--- config.mk ---
export PLATFORM = sky130hd
export DESIGN_NAME = floor_gen
export DESIGN_NICKNAME = d
export VERILOG_FILES = /design/src/rtl/floor_gen.sv
export SDC_FILE = /design/constraint.sdc
export NUM_CORES = 1
export LEC_CHECK = 0
export CAP_MARGIN = 40
export CORE_UTILIZATION = 32
export DETAILED_ROUTE_END_ITERATION = 6
export PLACE_DENSITY = 0.58
export SLEW_MARGIN = 10
export SYNTH_ARGS = -nofsm -noshare
export SYNTH_HDL_FRONTEND = slang
export SYNTH_SLANG_ARGS = --single-unit
--- constraint.sdc ---
create_clock -name clk -period 9.25 [get_ports clk]
set_input_delay 0.925 -clock clk [delete_from_list [all_inputs] [get_ports clk]]
set_output_delay 0.925 -clock clk [all_outputs]
set_load 0.01 [all_outputs]
--- src/rtl/floor_gen.sv ---
// Scrolling floor generator: eight 40 px floors scroll down in bursts when the slime climbs high, recycling at the bottom.
// Latency: one core clock from a qualifying clk_vga tick to every output; all outputs come straight from flops.
// Backpressure: none; clk_vga gates all movement, and only the LFSR free-runs (it halts in OVER).
//
// Ports:
//   clk, rst (async, active-high), clk_vga (tick enable), slime_y (slime top row)
//   floor_pos_x0..7 / floor_pos_y0..7 : floor left x / top row
//   enable (bit i = floor i solid), scrolling, game_over, score (recycled floor count)
module floor_gen #(
    parameter logic [9:0] SCROLL_LINE = 10'd200,
    parameter logic [8:0] SCROLL_LEN  = 9'd120,
    parameter logic [9:0] LFSR_SEED   = 10'h2A5
) (
    input  logic        clk,
    input  logic        rst,
    input  logic        clk_vga,
    input  logic [9:0]  slime_y,
    output logic [9:0]  floor_pos_x0,
    output logic [9:0]  floor_pos_x1,
    output logic [9:0]  floor_pos_x2,
    output logic [9:0]  floor_pos_x3,
    output logic [9:0]  floor_pos_x4,
    output logic [9:0]  floor_pos_x5,
    output logic [9:0]  floor_pos_x6,
    output logic [9:0]  floor_pos_x7,
    output logic [9:0]  floor_pos_y0,
    output logic [9:0]  floor_pos_y1,
    output logic [9:0]  floor_pos_y2,
    output logic [9:0]  floor_pos_y3,
    output logic [9:0]  floor_pos_y4,
    output logic [9:0]  floor_pos_y5,
    output logic [9:0]  floor_pos_y6,
    output logic [9:0]  floor_pos_y7,
    output logic [7:0]  enable,
    output logic        scrolling,
    output logic        game_over,
    output logic [15:0] score
);

    typedef enum logic [1:0] {IDLE, SCROLL, OVER} state_t;

    // Element 0 is the rightmost entry.
    localparam logic [7:0][9:0] X_INIT = {10'd140, 10'd360, 10'd40,  10'd560,
                                          10'd200, 10'd480, 10'd80,  10'd300};
    localparam logic [7:0][9:0] Y_INIT = {10'd50,  10'd100, 10'd150, 10'd200,
                                          10'd250, 10'd300, 10'd350, 10'd400};
    localparam logic [9:0]      Y_LAST = 10'd479;

    state_t          r_state;
    logic [8:0]      r_cnt;
    logic [9:0]      r_lfsr;
    logic [7:0][9:0] r_fx;
    logic [7:0][9:0] r_fy;
    logic [7:0]      r_en;
    logic            r_last_gap;
    logic [15:0]     r_score;
    logic            r_scrolling;
    logic            r_game_over;

    logic [7:0][9:0] w_fx_nxt;
    logic [7:0][9:0] w_fy_nxt;
    logic [7:0]      w_en_nxt;
    logic            w_gap_nxt;
    logic [3:0]      w_nrec;
    logic [19:0]     w_rot2;
    logic [9:0]      w_r;
    logic [16:0]     w_sum;
    logic [15:0]     w_score_nxt;

    // Next floor set for one scroll step. Floors are visited in index order,
    // so within a tick a lower-index recycle counts as "earlier" for the
    // no-two-gaps rule and the highest-index recycle owns the final flag.
    always_comb begin
        w_fx_nxt  = r_fx;
        w_fy_nxt  = r_fy;
        w_en_nxt  = r_en;
        w_gap_nxt = r_last_gap;
        w_nrec    = '0;
        w_rot2    = '0;
        w_r       = '0;
        for (int i = 0; i < 8; i++) begin
            if (r_fy[i] == Y_LAST) begin
                // Rotate-left by i: top half of the doubled word shifted by i.
                w_rot2        = {r_lfsr, r_lfsr} << i;
                w_r           = w_rot2[19:10];
                w_fy_nxt[i]   = '0;
                w_fx_nxt[i]   = (w_r < 10'd580) ? w_r : (w_r - 10'd512);
                w_en_nxt[i]   = w_gap_nxt | ~(w_r[9] & w_r[3]);
                w_gap_nxt     = ~w_en_nxt[i];
                w_nrec        = w_nrec + 4'd1;
            end else begin
                w_fy_nxt[i]   = r_fy[i] + 10'd1;
            end
        end
        w_sum       = {1'b0, r_score} + {13'd0, w_nrec};
        w_score_nxt = w_sum[16] ? 16'hFFFF : w_sum[15:0];
    end

    always_ff @(posedge clk or posedge rst) begin
        if (rst) begin
            r_state     <= IDLE;
            r_cnt       <= '0;
            r_lfsr      <= LFSR_SEED;
            r_fx        <= X_INIT;
            r_fy        <= Y_INIT;
            r_en        <= 8'hFF;
            r_last_gap  <= 1'b0;
            r_score     <= '0;
            r_scrolling <= 1'b0;
            r_game_over <= 1'b0;
        end else begin
            // x^10 + x^7 + 1, free-running on clk until the game ends.
            if (r_state != OVER) begin
                r_lfsr <= {r_lfsr[8:0], r_lfsr[9] ^ r_lfsr[6]};
            end
            if (clk_vga) begin
                case (r_state)
                    IDLE: begin
                        if (slime_y == Y_LAST) begin
                            r_state     <= OVER;
                            r_game_over <= 1'b1;
                        end else if (slime_y < SCROLL_LINE) begin
                            r_state     <= SCROLL;
                            r_cnt       <= SCROLL_LEN;
                            r_scrolling <= 1'b1;
                        end
                    end
                    SCROLL: begin
                        // The fatal tick freezes the field as it stands; no step is taken.
                        if (slime_y == Y_LAST) begin
                            r_state     <= OVER;
                            r_game_over <= 1'b1;
                            r_scrolling <= 1'b0;
                        end else begin
                            r_fx       <= w_fx_nxt;
                            r_fy       <= w_fy_nxt;
                            r_en       <= w_en_nxt;
                            r_last_gap <= w_gap_nxt;
                            r_score    <= w_score_nxt;
                            r_cnt      <= (r_cnt == 9'd0) ? 9'd0 : (r_cnt - 9'd1);
                            if (r_cnt <= 9'd1) begin
                                r_state     <= IDLE;
                                r_scrolling <= 1'b0;
                            end
                        end
                    end
                    default: ;
                endcase
            end
        end
    end

    assign floor_pos_x0 = r_fx[0];
    assign floor_pos_x1 = r_fx[1];
    assign floor_pos_x2 = r_fx[2];
    assign floor_pos_x3 = r_fx[3];
    assign floor_pos_x4 = r_fx[4];
    assign floor_pos_x5 = r_fx[5];
    assign floor_pos_x6 = r_fx[6];
    assign floor_pos_x7 = r_fx[7];
    assign floor_pos_y0 = r_fy[0];
    assign floor_pos_y1 = r_fy[1];
    assign floor_pos_y2 = r_fy[2];
    assign floor_pos_y3 = r_fy[3];
    assign floor_pos_y4 = r_fy[4];
    assign floor_pos_y5 = r_fy[5];
    assign floor_pos_y6 = r_fy[6];
    assign floor_pos_y7 = r_fy[7];
    assign enable       = r_en;
    assign scrolling    = r_scrolling;
    assign game_over    = r_game_over;
    assign score        = r_score;

endmodule

# Word level (Yosys, flattened, before mapping)
# Cells that the tools add are included.
totals:
  ff_bits: 208
  output_inout_bits: 186
  elab_cells: 181
op_classes:
  n_eq_ne: 16
  addsub: 25
  n_mux: 48
  n_bitwise: 34
  order_cmp: 10
  n_reduce_logical: 17
ops:
  columns: ["op", "count"]
  rows:
  - ["2-to-1 mux 10 bit", 16]
  - ["equality test 10 x 9 -> 1 bit, second input constant", 9]
  - ["adder 10 x 1 -> 10 bit, second input constant", 8]
  - ["less-than comparator 10 bit, second input constant", 8]
  - ["subtractor 10 bit, second input constant", 8]
  - ["2-to-1 mux 9 bit", 4]
  - ["AND reduction 4 bit", 9]
  - ["adder 4 x 1 -> 4 bit, second input constant", 7]
  - ["2-to-1 mux 4 bit", 7]
  - ["one-hot mux 9 bit (2 select lines)", 1]
  - ["adder 16 x 4 -> 17 bit", 1]
  - ["NOT 1 bit", 17]
  - ["2-to-1 mux 16 bit", 1]
  - ["2-to-1 mux 1 bit", 13]
  - ["less-than comparator 10 x 8 -> 1 bit, second input constant", 1]
  - ["AND reduction 5 bit", 2]
  - ["less-or-equal comparator 9 x 1 -> 1 bit, second input constant", 1]
  - ["zero test 9 bit", 1]
  - ["subtractor 9 x 1 -> 9 bit, second input constant", 1]
  - ["bitwise AND 1 bit", 8]
  - ["2-to-1 mux 2 bit", 4]
  - ["!= test 2 bit, second input constant", 4]
  - ["bitwise OR 1 bit", 8]
  - ["!= test 3 bit, second input constant", 2]
  - ["other kinds (8)", 9]

# Longest topological paths before layout
depth:
  word_depth: 26
  depth_mapped: 30
  depth_no_buf: 30

# Worst setup path after synthesis
# Ideal clock, no wire load.
synth_path:
  path_kind: "register to register"
  startpoint: "reg r_fy (netlist bit floor_pos_y1[1])"
  endpoint: "reg r_score[3] (netlist: score[3])"
  required_ns: 9.163
  stages_incl_launch_ff: 28
  synth_period_minus_slack_ns: 6.080
  setup_time_ns: 0.087
  arrival_time_ns: 5.994
  setup_slack_ns: 3.170
  cell_sequence: "dfstp_2 -> ha_1 -> nand3b_1 -> nor3_1 -> ha_1 -> xnor2_1 -> xnor2_1 -> o21ai_0 -> ha_1 -> xor2_1 -> nand3_1 -> o31ai_1 -> a21oi_1 -> ha_1 -> nand2_1 -> o21ai_0 -> ha_1 -> nor2_1 -> or2_2 -> fa_1 -> nor2b_1 -> o21ai_0 -> a21oi_1 -> and2_1 -> nand2b_1 -> or3_1 -> clkbuf_1 -> o211ai_1"
synth_via:
  elab_chain_cells: 16
synth_rtl:
  columns: ["element", "line", "rtl"]
  rows:
  - ["start: declaration", "53", "logic [7:0][9:0] r_fy;"]
  - ["start signal: assignment", "136", "r_fy <= w_fy_nxt;"]
  - ["equality test 10 x 9 -> 1 bit *", "82", "if (r_fy[i] == Y_LAST) begin"]
  - ["2-to-1 mux 4 bit *", "82", null]
  - ["adder 4 x 1 -> 4 bit", "90", "w_nrec = w_nrec + 4'd1;"]
  - ["2-to-1 mux 4 bit *", "82", null]
  - ["adder 4 x 1 -> 4 bit", "90", null]
  - ["2-to-1 mux 4 bit *", "82", null]
  - ["adder 4 x 1 -> 4 bit", "90", null]
  - ["2-to-1 mux 4 bit *", "82", null]
  - ["adder 4 x 1 -> 4 bit", "90", null]
  - ["2-to-1 mux 4 bit *", "82", null]
  - ["adder 4 x 1 -> 4 bit", "90", null]
  - ["2-to-1 mux 4 bit *", "82", null]
  - ["adder 4 x 1 -> 4 bit", "90", null]
  - ["2-to-1 mux 4 bit *", "82", null]
  - ["adder 16 x 4 -> 17 bit *", "95", "w_sum = {1'b0, r_score} + {13'd0, w_nrec};"]
  - ["2-to-1 mux 16 bit *", "96", "w_score_nxt = w_sum[16] ? 16'hFFFF : w_sum[15:0];"]
  - ["end signal: assignment", "139", "r_score <= w_score_nxt;"]
  - ["end: declaration", "56", "logic [15:0] r_score;"]
# Every way passes the cells marked *; elsewhere a longest branch is shown, timed or not.
# A chain may end at the register's enable or synchronous reset.

# Final worst setup path
layout_path:
  startpoint: "reg r_fy (netlist bit floor_pos_y0[0])"
  endpoint: "reg r_score[2] (netlist: score[2])"
layout_via:
  elab_chain_cells: 18
layout_rtl:
  columns: ["element", "line"]
  rows:
  - ["equality test 10 x 9 -> 1 bit *", "82"]
  - ["2-to-1 mux 1 bit *", "82"]
  - ["adder 4 x 1 -> 4 bit", "90"]
  - ["2-to-1 mux 4 bit *", "82"]
  - ["adder 4 x 1 -> 4 bit", "90"]
  - ["2-to-1 mux 4 bit *", "82"]
  - ["adder 4 x 1 -> 4 bit", "90"]
  - ["2-to-1 mux 4 bit *", "82"]
  - ["[2 not listed]", null]
  - ["adder 4 x 1 -> 4 bit", "90"]
  - ["2-to-1 mux 4 bit *", "82"]
  - ["adder 4 x 1 -> 4 bit", "90"]
  - ["2-to-1 mux 4 bit *", "82"]
  - ["adder 4 x 1 -> 4 bit", "90"]
  - ["2-to-1 mux 4 bit *", "82"]
  - ["adder 16 x 4 -> 17 bit *", "95"]
  - ["2-to-1 mux 16 bit *", "96"]
# Marks and branches as above.

==> qor.csv <==
metric,value,unit
routed vias/inst,5.002,
biggest area consumer among synthesized cells,dfrtp_1,
Synth warnings,0,
final hold viol count,0,
post-cts sizing count,0,
Critical Path End Type,flop,
die area,32890,µm²
maximum vdd ir drop,0.1104,mV
min-delay worst type,reg -> reg,
RSZ-0062 raised after global routing,no,
Power Dens Cells,148.9,nW/µm²
Fillers,2999,
"commonest non-fill, non-tap cell in the layout",nand2_1,
cells on worst reg2reg path,26,
fin. max-slew vios,0,
core area,31640,µm²
"Top FF cell, synth",dfrtp_1,
Max clock buf depth,3,
Initial Util,0.3254,
clock transition at the registers of the reported paths,0.06,ns
I/O pin count,199,
fraction of layout cells with a size suffix above 1,0.1580,
vias post-DR,8373,
Setup Slack @ Placement,2.520,ns
largest net degree at the start of global routing,89,
first-pass detailed-route iteration total,5,
worst setup path endpoint,score[2],
"Distinct cells, synth",67,
Final min period,6.764,ns
number of H-tree levels,1,
Worst Path Arrival,7.18,ns
Max-Cap Viols,0,
Hold Path Depth,2,
clock root buffer,clkbuf_16,
latest clock arrival within the worst-skew pair,0.54,ns
top cell type's share of synthesized area,0.3355,
maximum fanout along the worst path,13,
first-pass GRT wire length,46.47,mm
Synth area leaders,"dfrtp_1, dfstp_2, nand2_1, mux2_2, o21ai_0",
startpoint types,flop,
Worst Slack Setup Final,2.486,ns
initial DRC count,543,
antenna fix cells,0,
"slowest stage delay, CP",0.62,ns
WL/cell,17.35,µm
Synth Cell Area,10290,µm²
post-CTS setup buffer count,0,
f_max,147.9,MHz
Layout Nets,1290,
Layout Skew,0.01654,ns
Tot Pwr,2032,µW
"Async S/R FF share, synth",1.000,
die width,181.4,µm
I/O Buffers,198,
"FF+latch count, synth",208,
Crit Path Class,reg -> reg,
Detail Route Antenna Nets,0,
vias in the first global route,8300,
RR Endpoint,score[2],
FF+latch area,5293,µm²
initial antenna violation count,0,
most frequent cells in the layout,"nand2_1, clkdlybuf4s50_1, dfrtp_1, nor2_1, dfstp_2",
Post-synth EDFFs,0,
"CP delay by family, top",simple AND/OR/NAND/NOR gates,
CTS buffer count,25,
RePlAce Congestion,0.8453,
Tightest Pin Transition,0.9420,ns
worst path required time,9.67,ns
Routed WL,29.04,mm
CP max-delay cell,or3_1,
Avg Inst Size Synth,9.665,µm²
Die Y,181.4,µm
leak pwr,0.005803,µW
flop-to-flop setup slack,2.49,ns
Setup TNS Final,0,ns
grt ovf,0,
gr usage total,0.1767,
"most used cell, CP",ha_1,
multi-input logic area,4718,µm²
DR DRC count,0,
WP depth,26,
fin crit share,0.7312,
Reg2Reg Launch Point,floor_pos_y0[0],
Post-CTS Hold Fix Bufs,0,
Synth-to-Final Area Change,32.53,%
CP startpoint,floor_pos_y0[0],
CP Buf/Inv Count,0,
CTS tree,built,
outcome,"finished, final reports clean",
Syn Nets,1102,
final setup vio count,0,
clk sink count,208,
post-synthesis sequential area ratio,0.5142,
cell row count,65,
placed wire-length estimate,19.72,mm
Mapped Cells,1065,
Slew headroom,0.3668,
[final cells by class]
class	instances	area share
inverters	20	0.006053
clock inverters	14	0.01541
well taps	402	0.03687
multi-input cells	783	0.3459
repair buffers	215	0.1564
clock buffers	32	0.05145
flip-flops and latches	208	0.3880
[metal layers]
layer / up-vias / track usage / share of wire
met2: 192 / 0.2823 / 0.46
met3: 40 / 0.04838 / 0.062
li1: 4038 / - / -
met1: 4103 / 0.2349 / 0.46
met5: - / 0 / 0
met4: 0 / 0.04644 / 0.024
[sequential cells by signal (all words and copies together) (netlist names), 2 cells and up]
name,cells
floor_pos_x7,10
floor_pos_x3,10
r_lfsr,10
floor_pos_y7,10
floor_pos_x2,10
r_state,2
floor_pos_y4,10
floor_pos_y3,10
r_cnt,9
enable,8
floor_pos_y5,10
score,16
floor_pos_y0,10
floor_pos_y2,10
floor_pos_y1,10
floor_pos_x5,10
floor_pos_x4,10
floor_pos_y6,10
floor_pos_x1,10
floor_pos_x0,10
floor_pos_x6,10
[Yosys cell counts (7+ instances only)]
cell type  count
nor3_1        16
buf_1         10
clkbuf_1      39
nand4_1       33
nand3_1       39
dfstp_2       70
nor2b_1        9
a21oi_1       33
ha_1          23
inv_1         20
o31ai_1       11
nor2_1        77
and3_1         7
nor4_1         8
xor2_1        26
nand2_1      239
xnor2_1       38
o41ai_1        9
o21ai_0       68
or3_1         13
dfrtp_1      138
nand2b_1      11
mux2_2        47
[kinds of logic after synthesis]
logic type,after synthesis,synth area share
AO/OA/AOI/OAI,153,0.09129
XOR/XNOR,66,0.05871
adder cells (fa/ha/maj),24,0.02990
buffers and inverters,74,0.02820
flip-flops,208,0.5142
multiplexers,48,0.05239
AND/OR/NAND/NOR,492,0.2254
[stage by stage]
stage	area [µm²]	hold slack [ns]	cells	utilization
floorplan	10290	0.4601	1065	-
CTS	13640	0.4565	1674	0.4312
global placement	12680	0.4439	1624	0.4007
global route	13640	0.4751	1674	0.4312
detailed placement	12730	0.4495	1628	0.4024
finish	13640	0.4535	1674	0.4312
[tightest hold or removal path, delay by kind of cell, from the launching register on]
| kind | cells | cell delay (ns) |
|---|---|---|
| flip-flops | 1 | 0.37 |
| AND/OR/NAND/NOR | 2 | 0.09 |
[report_power, final]
group	internal [µW]	switching, µW	total [µW]
Clock	677	403	1080
Combinational	11.6	24.8	36.4
Sequential	913	1.90	915
[how the worst min path moves through the flow]
stage,start,end,slack [ns]
finish,floor_pos_x6[6],floor_pos_x6[6],0.45
global route,floor_pos_x1[4],floor_pos_x1[4],0.48
CTS,floor_pos_x6[6],floor_pos_x6[6],0.46
detailed placement,floor_pos_x6[6],floor_pos_x6[6],0.45
global placement,floor_pos_x6[8],floor_pos_x6[8],0.44
floorplan,floor_pos_x2[7],floor_pos_x2[7],0.46
No activity file was read; power rests on OpenSTA's default activity.
